==> src/rtl/rv_pkg.sv <==
// Shared RISC-V core definitions.
// Widths, reset vector and fetch bundle types.
package rv_pkg;

  localparam int XLEN           = 32;
  localparam int RV_INSTR_BYTES = 4;

  localparam logic [XLEN-1:0] RV_RESET_PC = 32'h0000_0000;
  localparam logic [XLEN-1:0] RV_NOP      = 32'h0000_0013;

  typedef struct packed {
    logic [XLEN-1:0] pc;
    logic [XLEN-1:0] word;
  } fetch_entry_t;

endpackage

==> src/rtl/rv_fetch_fifo.sv <==
// Fetch buffer: small synchronous FIFO of {pc, word}.
// Flush wins over push; storage is cleared on reset so the head reads 0.
module rv_fetch_fifo
  import rv_pkg::*;
#(
  parameter int DEPTH = 2
) (
  input  logic                         clk,
  input  logic                         rst,
  input  logic                         push,
  input  logic                         pop,
  input  logic                         flush,
  input  fetch_entry_t                 din,
  output logic [$clog2(DEPTH+1)-1:0]   count,
  output fetch_entry_t                 head
);

  localparam int AW = $clog2(DEPTH);
  localparam int CW = $clog2(DEPTH+1);

  fetch_entry_t   mem [DEPTH];
  logic [AW-1:0]  wr_ptr;
  logic [AW-1:0]  rd_ptr;
  logic [CW-1:0]  cnt;
  logic           pop_ok;

  assign pop_ok = pop && (cnt != '0);
  assign count  = cnt;
  assign head   = mem[rd_ptr];

  // Pointer, occupancy and storage update.
  always_ff @(posedge clk) begin
    if (rst) begin
      wr_ptr <= '0;
      rd_ptr <= '0;
      cnt    <= '0;
      for (int i = 0; i < DEPTH; i++) begin
        mem[i] <= '0;
      end
    end else if (flush) begin
      wr_ptr <= '0;
      rd_ptr <= '0;
      cnt    <= '0;
    end else begin
      if (push) begin
        mem[wr_ptr] <= din;
        wr_ptr      <= wr_ptr + AW'(1);
      end
      if (pop_ok) begin
        rd_ptr <= rd_ptr + AW'(1);
      end
      unique case ({push, pop_ok})
        2'b10:   cnt <= cnt + CW'(1);
        2'b01:   cnt <= cnt - CW'(1);
        default: ;
      endcase
    end
  end

endmodule

==> src/rtl/rv_fetch.sv <==
// Instruction fetch front end.
// Issues word PCs to a 1-cycle memory and buffers words for decode.
module rv_fetch
  import rv_pkg::*;
#(
  parameter logic [31:0] RESET_PC = RV_RESET_PC,
  parameter int          DEPTH    = 2
) (
  input  logic        mclk,
  input  logic        rst,
  output logic [31:0] memPC,
  input  logic [31:0] memData,
  output logic        mem_req,
  input  logic        redirect_valid,
  input  logic [31:0] redirect_pc,
  output logic        instr_valid,
  input  logic        instr_ready,
  output logic [31:0] instr,
  output logic [31:0] instr_pc
);

  localparam int CW = $clog2(DEPTH+1);
  localparam int UW = CW + 1;

  logic [XLEN-1:0] pc_q;
  logic            infl_q;
  logic [XLEN-1:0] infl_pc_q;
  logic [CW-1:0]   count;
  logic [UW-1:0]   used;
  logic            deq;
  logic            push;
  fetch_entry_t    head;
  fetch_entry_t    din;

  assign deq  = instr_valid && instr_ready;
  assign used = UW'(count) + UW'(infl_q) - UW'(deq);
  assign push = infl_q && !redirect_valid;
  assign din  = '{pc: infl_pc_q, word: memData};

  assign mem_req     = !rst && !redirect_valid && (used < UW'(DEPTH));
  assign memPC       = pc_q;
  assign instr_valid = (count != '0);
  assign instr       = head.word;
  assign instr_pc    = head.pc;

  // PC and in-flight tracking; redirect beats issue.
  always_ff @(posedge mclk) begin
    if (rst) begin
      pc_q      <= RESET_PC;
      infl_q    <= 1'b0;
      infl_pc_q <= '0;
    end else if (redirect_valid) begin
      pc_q   <= redirect_pc & 32'hFFFF_FFFC;
      infl_q <= 1'b0;
    end else if (mem_req) begin
      pc_q      <= pc_q + XLEN'(RV_INSTR_BYTES);
      infl_q    <= 1'b1;
      infl_pc_q <= pc_q;
    end else begin
      infl_q <= 1'b0;
    end
  end

  rv_fetch_fifo #(
    .DEPTH (DEPTH)
  ) u_fifo (
    .clk   (mclk),
    .rst   (rst),
    .push  (push),
    .pop   (deq),
    .flush (redirect_valid),
    .din   (din),
    .count (count),
    .head  (head)
  );

endmodule

==> config.mk <==
export PLATFORM = sky130hd
export DESIGN_NAME = rv_fetch
export DESIGN_NICKNAME = d
export VERILOG_FILES = /design/src/rtl/rv_pkg.sv /design/src/rtl/rv_fetch_fifo.sv /design/src/rtl/rv_fetch.sv
export SDC_FILE = /design/constraint.sdc
export NUM_CORES = 1
export LEC_CHECK = 0
export BUFFER_PORTS_ARGS = -buffer_cell sky130_fd_sc_hd__buf_2
export CAP_MARGIN = 10
export CELL_PAD_IN_SITES_DETAIL_PLACEMENT = 1
export CELL_PAD_IN_SITES_GLOBAL_PLACEMENT = 1
export CORE_MARGIN = 2
export CORE_UTILIZATION = 47
export DETAILED_ROUTE_END_ITERATION = 8
export PLACE_DENSITY_LB_ADDON = 0.1
export SETUP_SLACK_MARGIN = 0.1
export SYNTH_ARGS = -nofsm -noshare
export SYNTH_HDL_FRONTEND = slang
export SYNTH_SLANG_ARGS = --single-unit
==> constraint.sdc <==
create_clock -name mclk -period 13.48 [get_ports mclk]
set_input_delay 3.37 -clock mclk [delete_from_list [all_inputs] [get_ports mclk]]
set_output_delay 3.37 -clock mclk [all_outputs]
set_load 0.01 [all_outputs]
==> reports/results.tsv, run 1 <==
stage	metric	value	unit
run_status	status	completed	
route	Residual DRC	0	
placement	Placed Instances	1082	
power	Leak	3.94	nW
layout	Layout Nets	944	
critical_path	Critical Path Sink Type	output pin	
synth	post-synthesis async set-or-reset flop share	0	
route	via count	6076	
sta	min cycle time layout	8680	ps
route	met3 wire length	986	um
critical_path	register-to-register setup slack	9760	ps
floorplan	die area	19100	um^2
floorplan	die span in x	138	um
layout	Filler Cell Count	1930	
clocking	worst-skew pair later-pin latency	440	ps
route	metal1 wirelength	9130	um
hold_path	WHS Path Cells	2	
synth	Gate Count Post-Synth	738	
synth	Synth Area in Adders	0.00679	
floorplan	die height	138	um
placement	hpwl dp	13500	um
critical_path	reg2reg end	memPC[10]$_SDFFE_PP0P_	
sta	Slew Limit Fails	0	
synth	Post-synth EDFFs	124	
clocking	Longest Clk Path Bufs	2	
floorplan	io pins	166	
clocking	Hold Buf Count CTS	0	
clocking	Clk pin slew, worst setup/hold paths	70	ps
critical_path	required time of the critical path	10110	ps
floorplan	core box area	17800	um^2
critical_path	reg2reg path depth	12	
flow_run	max_cap viols	0	
grt	largest net degree at the start of global routing	71	
clocking	CTS Buf Count	17	
sta	Setup TNS	0	ps
grt	GRT Overall Usage	0.225	
grt	initial antenna violation count	1	
clocking	clk sink count	190	
floorplan	# rows	49	
floorplan	Initial Utilization	0.475	
route	Post-Route WL	21400	um
placement	I/O Buffers	159	
route	DRT Pass-1 Iters	5	
synth	post-synthesis compound-gate area fraction	0.0684	
power	Worst VDD drop	0.0876	mV
clocking	H-tree depth	4	
sta	Fin Hold WS	467	ps
synth	Mean Syn Cell Area	11.5	um^2
layout	final std cells w/o fill	1115	
hold_path	hold endpoint	infl_pc_q[17]$_SDFFE_PP0P_	
route	met2 WL	11000	um
sta	# setup viols final	0	
sta	Hold Vio Cnt, Final	0	
grt	vias in the first global route	6427	
clocking	CTS tree	yes	
placement	placer congestion estimate	0.825	
critical_path	Worst Path Max Fanout	4	
route	Wirelength per Cell	19.2	um
layout	Synth-to-Final Area Change	17.7	%
synth	Synth Area in XOR/XNOR	0.0145	
sta	Slew @ Worst Pin	965	ps
route	Top Metal Used	met4	
critical_path	Worst EP arrival	5310	ps
power	pwr dens	125	nW/um^2
route	Vias/cell	5.45	
synth	Synth Area in Simple Gates	0.198	
critical_path	reg2reg start	u_fifo.count[1]$_SDFFE_PP0P_	
route	DRT antenna net count	0	
clocking	post-cts resize count	0	
critical_path	CP Launch Point	instr_ready	
clocking	root buf cell	clkbuf_16	
sta	Slew HR	0.356	
sta	fmax	115	MHz
synth	mux share of post-synthesis cell area	0.0863	
route	drt first-iter violations	334	
sta	period utilisation layout	0.644	
grt	first-pass GRT wire length	34200	um
critical_path	startpoint types	primary input	
synth	top_reg_cell synth	edfxtp_1	
hold_path	Min-Delay Path Class	register to register	
critical_path	Setup CP Type	primary input to output pin	
hold_path	Hold Startpoint	infl_pc_q[17]$_SDFFE_PP0P_	
sta	clock skew	9.85	ps
clocking	post-CTS setup buffer count	0	
synth	sequential fraction of the synthesis area	0.596	
synth	Yosys reg bits	190	
synth	area of the mapped netlist	8470	um^2
synth	Yosys cell types	46	
grt	total global routing overflow	0	
synth	Warnings, synthesis	0	
sta	unrepaired setup endpoints after global routing	no	
layout	share of cells above drive strength 1	0.308	
synth	largest family of logic cells by synthesized area	simple AND/OR/NAND/NOR gates	
==> cells in the final DEF, fill, tap and decap left out, drive strengths merged, types with 7 or more instances in the layout <==
| cell type | count |
|---|---|
| buf | 165 |
| and2 | 131 |
| edfxtp | 124 |
| nand2 | 84 |
| dfxtp | 66 |
| mux2 | 64 |
| a21oi | 54 |
| clkbuf | 17 |
| nor3 | 16 |
| inv | 15 |
| a31oi | 14 |
| nand3 | 13 |
| xnor2 | 12 |
| nor2 | 12 |
| o21ai | 12 |
| and3 | 8 |
| nand4 | 8 |
| o22ai | 7 |
| and4 | 7 |
| clkinv | 7 |
==> how the worst max path moves through the flow <==
stage | depth (start not counted) | slack [ps] | to
floorplan | 10 | 4810 | mem_req
global placement | 9 | 4880 | mem_req
detailed placement | 9 | 4810 | mem_req
CTS | 9 | 4770 | mem_req
global route | 9 | 4690 | mem_req
finish | 9 | 4800 | mem_req
==> per-stage QoR <==
step	util	cell area, um^2	setup slack, ps	total power [mW]
after global placement	0.528	9410	4880	0.771
after floorplan	-	8480	4810	0.730
after CTS	0.559	9960	4770	1.25
after detailed placement	0.528	9410	4810	0.778
final	0.559	9970	4800	1.24
after global routing	0.559	9970	4690	1.28
==> per-layer routing <==
metal	up-vias	GRT usage
li1	2876	-
met1	3028	0.283
met4	0	0.0655
met2	148	0.396
met3	24	0.0430
met5	-	0
==> cells in the mapped netlist (4+ instances only) <==
cell      instances  area, um^2
dfxtp_1          66        1320
a31oi_1          14        87.6
buf_1             4        15.0
a32oi_1           4        35.0
edfxtp_1        124        3720
clkbuf_1         36         135
o21ai_0          12        60.1
o22ai_1           7        43.8
xnor2_1          12         105
inv_1             8        30.0
nor4_1            4        25.0
nor2b_1           4        25.0
and4_1            4        35.0
mux2_2           64         721
nand2_1          84         315
a21oi_1          54         270
buf_2             8        40.0
nand3_1          12        60.1
and3_1            8        50.1
buf_4             5        37.5
nor2_1           12        45.0
nand4_1           7        43.8
nor3_1           16        80.1
and2_1          131         820
==> state kept, by name, indices dropped and copies added (netlist names), named ones only <==
signal	count
infl_pc_q	30
infl_q	1
memPC	30
u_fifo.count	2
u_fifo.mem	124
u_fifo.rd_ptr	1
u_fifo.wr_ptr	1
==> worst max-delay path, stage by stage <==
cell	delay [ps]
buf_2	110
and2_1	180
ha_1	280
nand2b_1	150
fa_1	480
nor3b_2	280
nand2_2	110
inv_1	180
buf_2	170
==> layout make-up <==
cell class	count	area [um^2]	area share
clock inverter	15	128	0.0128
timing repair buffer	165	841	0.0843
tap	229	287	0.0287
clock buffer	17	425	0.0427
multi-input combinational	490	3210	0.322
inverter	8	30.0	0.00301
antenna	1	2.50	0.000251
sequential	190	5050	0.506
==> cell families (layout without fill, tap and decap cells) <==
| kind of cell | Yosys count | after routing |
|---|---|---|
| AOI/OAI and AO/OA | 101 | 101 |
| xor gates and xnor gates | 14 | 14 |
| adders and majority gates | 4 | 4 |
| buffers and inverters | 61 | 205 |
| DFF | 190 | 190 |
| muxes | 65 | 65 |
| other | 1 | 5 |
| and+or+nand+nor | 302 | 302 |
==> power breakdown <==
group	leakage, nW	switching (mW)	internal [mW]
Sequential	1.83	0.0198	0.645
Clock	0.273	0.235	0.243
Combinational	1.83	0.0595	0.0401
(Power assumes the default switching activity.)
==> run 2: changes to the inputs <==
Settings changed: CORE_UTILIZATION 47 to 44.
Clock period 13.48 ns to 8.6 ns, I/O delays scaled along.
==> reports/results.tsv, run 2 (synthesis results as in run 1) <==
stage	metric	value	unit	change
clocking	Hold Buf Count CTS	0		unchanged
clocking	post-cts resize count	0		unchanged
critical_path	reg2reg start	u_fifo.count[1]$_SDFFE_PP0P_		
sta	Slew @ Worst Pin	1020	ps	+54.7 ps
clocking	Clk pin slew, worst setup/hold paths	70	ps	about the same
power	Tot Pwr	2.00	mW	+61%
power	Comb pwr share	0.078		-0.002
sta	unrepaired setup endpoints after global routing	no		
floorplan	io pins	166		unchanged
hold_path	WHS Path Cells	2		unchanged
critical_path	required time of the critical path	6450	ps	-3660 ps
floorplan	core box area	18800	um^2	+5.2%
layout	most frequent cells in the layout	buf_2 (159), and2_1 (131), edfxtp_1 (124), nand2_1 (83), dfxtp_1 (65)		
critical_path	Critical Path Sink Type	output pin		
layout	share of cells above drive strength 1	0.310		+0.00113
critical_path	register-to-register setup slack	4940	ps	-4820 ps
power	clock share of power	0.401		+0.016
run_status	status	completed		
power	pwr dens	199	nW/um^2	+60%
sta	# setup viols final	0		unchanged
placement	hpwl dp	13300	um	-1.9%
layout	fin area	10000	um^2	+0.43%
critical_path	Setup CP Type	primary input to output pin		
route	via count	6052		-0.39%
route	DRT antenna net count	0		unchanged
hold_path	hold endpoint	infl_pc_q[27]$_SDFFE_PP0P_		
placement	placer congestion estimate	0.776		-5.9%
sta	Setup TNS	0	ps	unchanged
sta	min cycle time layout	6190	ps	
clocking	clk sink count	190		unchanged
layout	final std cells w/o fill	1120		+0.45%
route	Residual DRC	0		unchanged
power	Worst VDD drop	0.141	mV	+61%
critical_path	startpoint types	primary input		
route	drt first-iter violations	256		-23%
clocking	root buf cell	clkbuf_16		
placement	Placed Instances	1087		+0.46%
route	Wirelength per Cell	18.8	um	-1.7%
critical_path	Worst EP arrival	4040	ps	-1270 ps
layout	max reg flops	124		unchanged
sta	fmax	162	MHz	
clocking	post-CTS setup buffer count	0		unchanged
grt	vias in the first global route	6257		-2.6%
grt	total global routing overflow	0		unchanged
layout	largest register by flop count	u_fifo.mem		
power	Leak	3.96	nW	+0.49%
route	Post-Route WL	21100	um	-1.3%
critical_path	Worst Path Max Fanout	4		unchanged
layout	Synth-to-Final Area Change	18.2	%	
hold_path	Min-Delay Path Class	register to register		
power	Seq pwr share	0.521		-0.014
clocking	Longest Clk Path Bufs	2		unchanged
clocking	CTS tree	yes		
sta	period utilisation layout	0.720		
sta	Slew HR	0.316		-0.0402
placement	I/O Buffers	159		unchanged
grt	largest net degree at the start of global routing	71		unchanged
clocking	CTS Buf Count	17		unchanged
power	internal power	1.49	mW	+61%
sta	Slew Limit Fails	0		unchanged
clocking	worst-skew pair later-pin latency	440	ps	about the same
grt	initial antenna violation count	1		unchanged
flow_run	max_cap viols	0		unchanged
floorplan	die span in x	143	um	+3.3%
power	Switch Pwr	507	uW	+61%
sta	Hold Vio Cnt, Final	0		unchanged
floorplan	die height	143	um	+3.3%
route	DRT Pass-1 Iters	4		-1
layout	commonest non-fill, non-tap cell in the layout	buf_2		
grt	GRT Overall Usage	0.211		-0.0145
floorplan	Initial Utilization	0.451		-0.0235
hold_path	Hold Startpoint	infl_pc_q[27]$_SDFFE_PP0P_		
power	sw frac	0.254		+0.000622
clocking	H-tree depth	4		unchanged
floorplan	# rows	50		+2.0%
grt	first-pass GRT wire length	33000	um	-3.6%
critical_path	CP Launch Point	instr_ready		
route	Vias/cell	5.40		-0.84%
floorplan	die area	20400	um^2	+6.6%
placement	Cell Area, Placed	9420	um^2	about the same
critical_path	reg2reg end	memPC[10]$_SDFFE_PP0P_		
layout	Layout Nets	944		unchanged
sta	clock skew	13.7	ps	+3.85 ps
critical_path	reg2reg path depth	12		unchanged
## run 2: worst max-delay path, cell delays in order
cell      delay (ps)
buf_2            120
and2_1           180
ha_1             280
nand2b_1         160
fa_1             480
nor3b_2          230
nand2_2          100
inv_1            170
buf_2            170
## run 2: layout make-up
type	instances	area [um^2]
fillers	2038	8750
flip-flops and latches	190	5050
multi-input cells	490	3210
repair buffers	165	841
clock buffers	17	425
well taps	234	293
clock inverters	15	170
inverters	8	30.0
diodes	1	2.50
## run 2: metrics by stage
| stage | setup WS [ps] | hold slack (ps) | utilization |
|---|---|---|---|
| after floorplan | 2370 | 440 | - |
| after global placement | 2430 | 450 | 0.502 |
| after detailed placement | 2380 | 456 | 0.502 |
| after CTS | 2390 | 465 | 0.534 |
| after global routing | 2250 | 488 | 0.534 |
| final | 2410 | 462 | 0.534 |
## run 2: worst max path at each step
stage / cells past startpoint / to
after global routing: 9 / mem_req
after CTS: 9 / mem_req
after global placement: 9 / mem_req
after floorplan: 10 / mem_req
final: 9 / mem_req
after detailed placement: 9 / mem_req
## run 2: layer usage
metal	vias to the layer above	global-route usage	wire length (um)
li1	2877	-	-
met1	3026	0.257	8990
met2	131	0.380	10900
met3	16	0.0476	949
met4	2	0.0469	216
met5	-	0	7
## run 2: power groups by stage
stage               logic [mW]  clock network [mW]  registers [mW]
global placement         0.153                   0            1.06
finish                   0.156               0.801            1.04
detailed placement       0.157                   0            1.06
global route             0.172               0.852            1.05
CTS                      0.158               0.814            1.04
floorplan               0.0894                   0            1.06
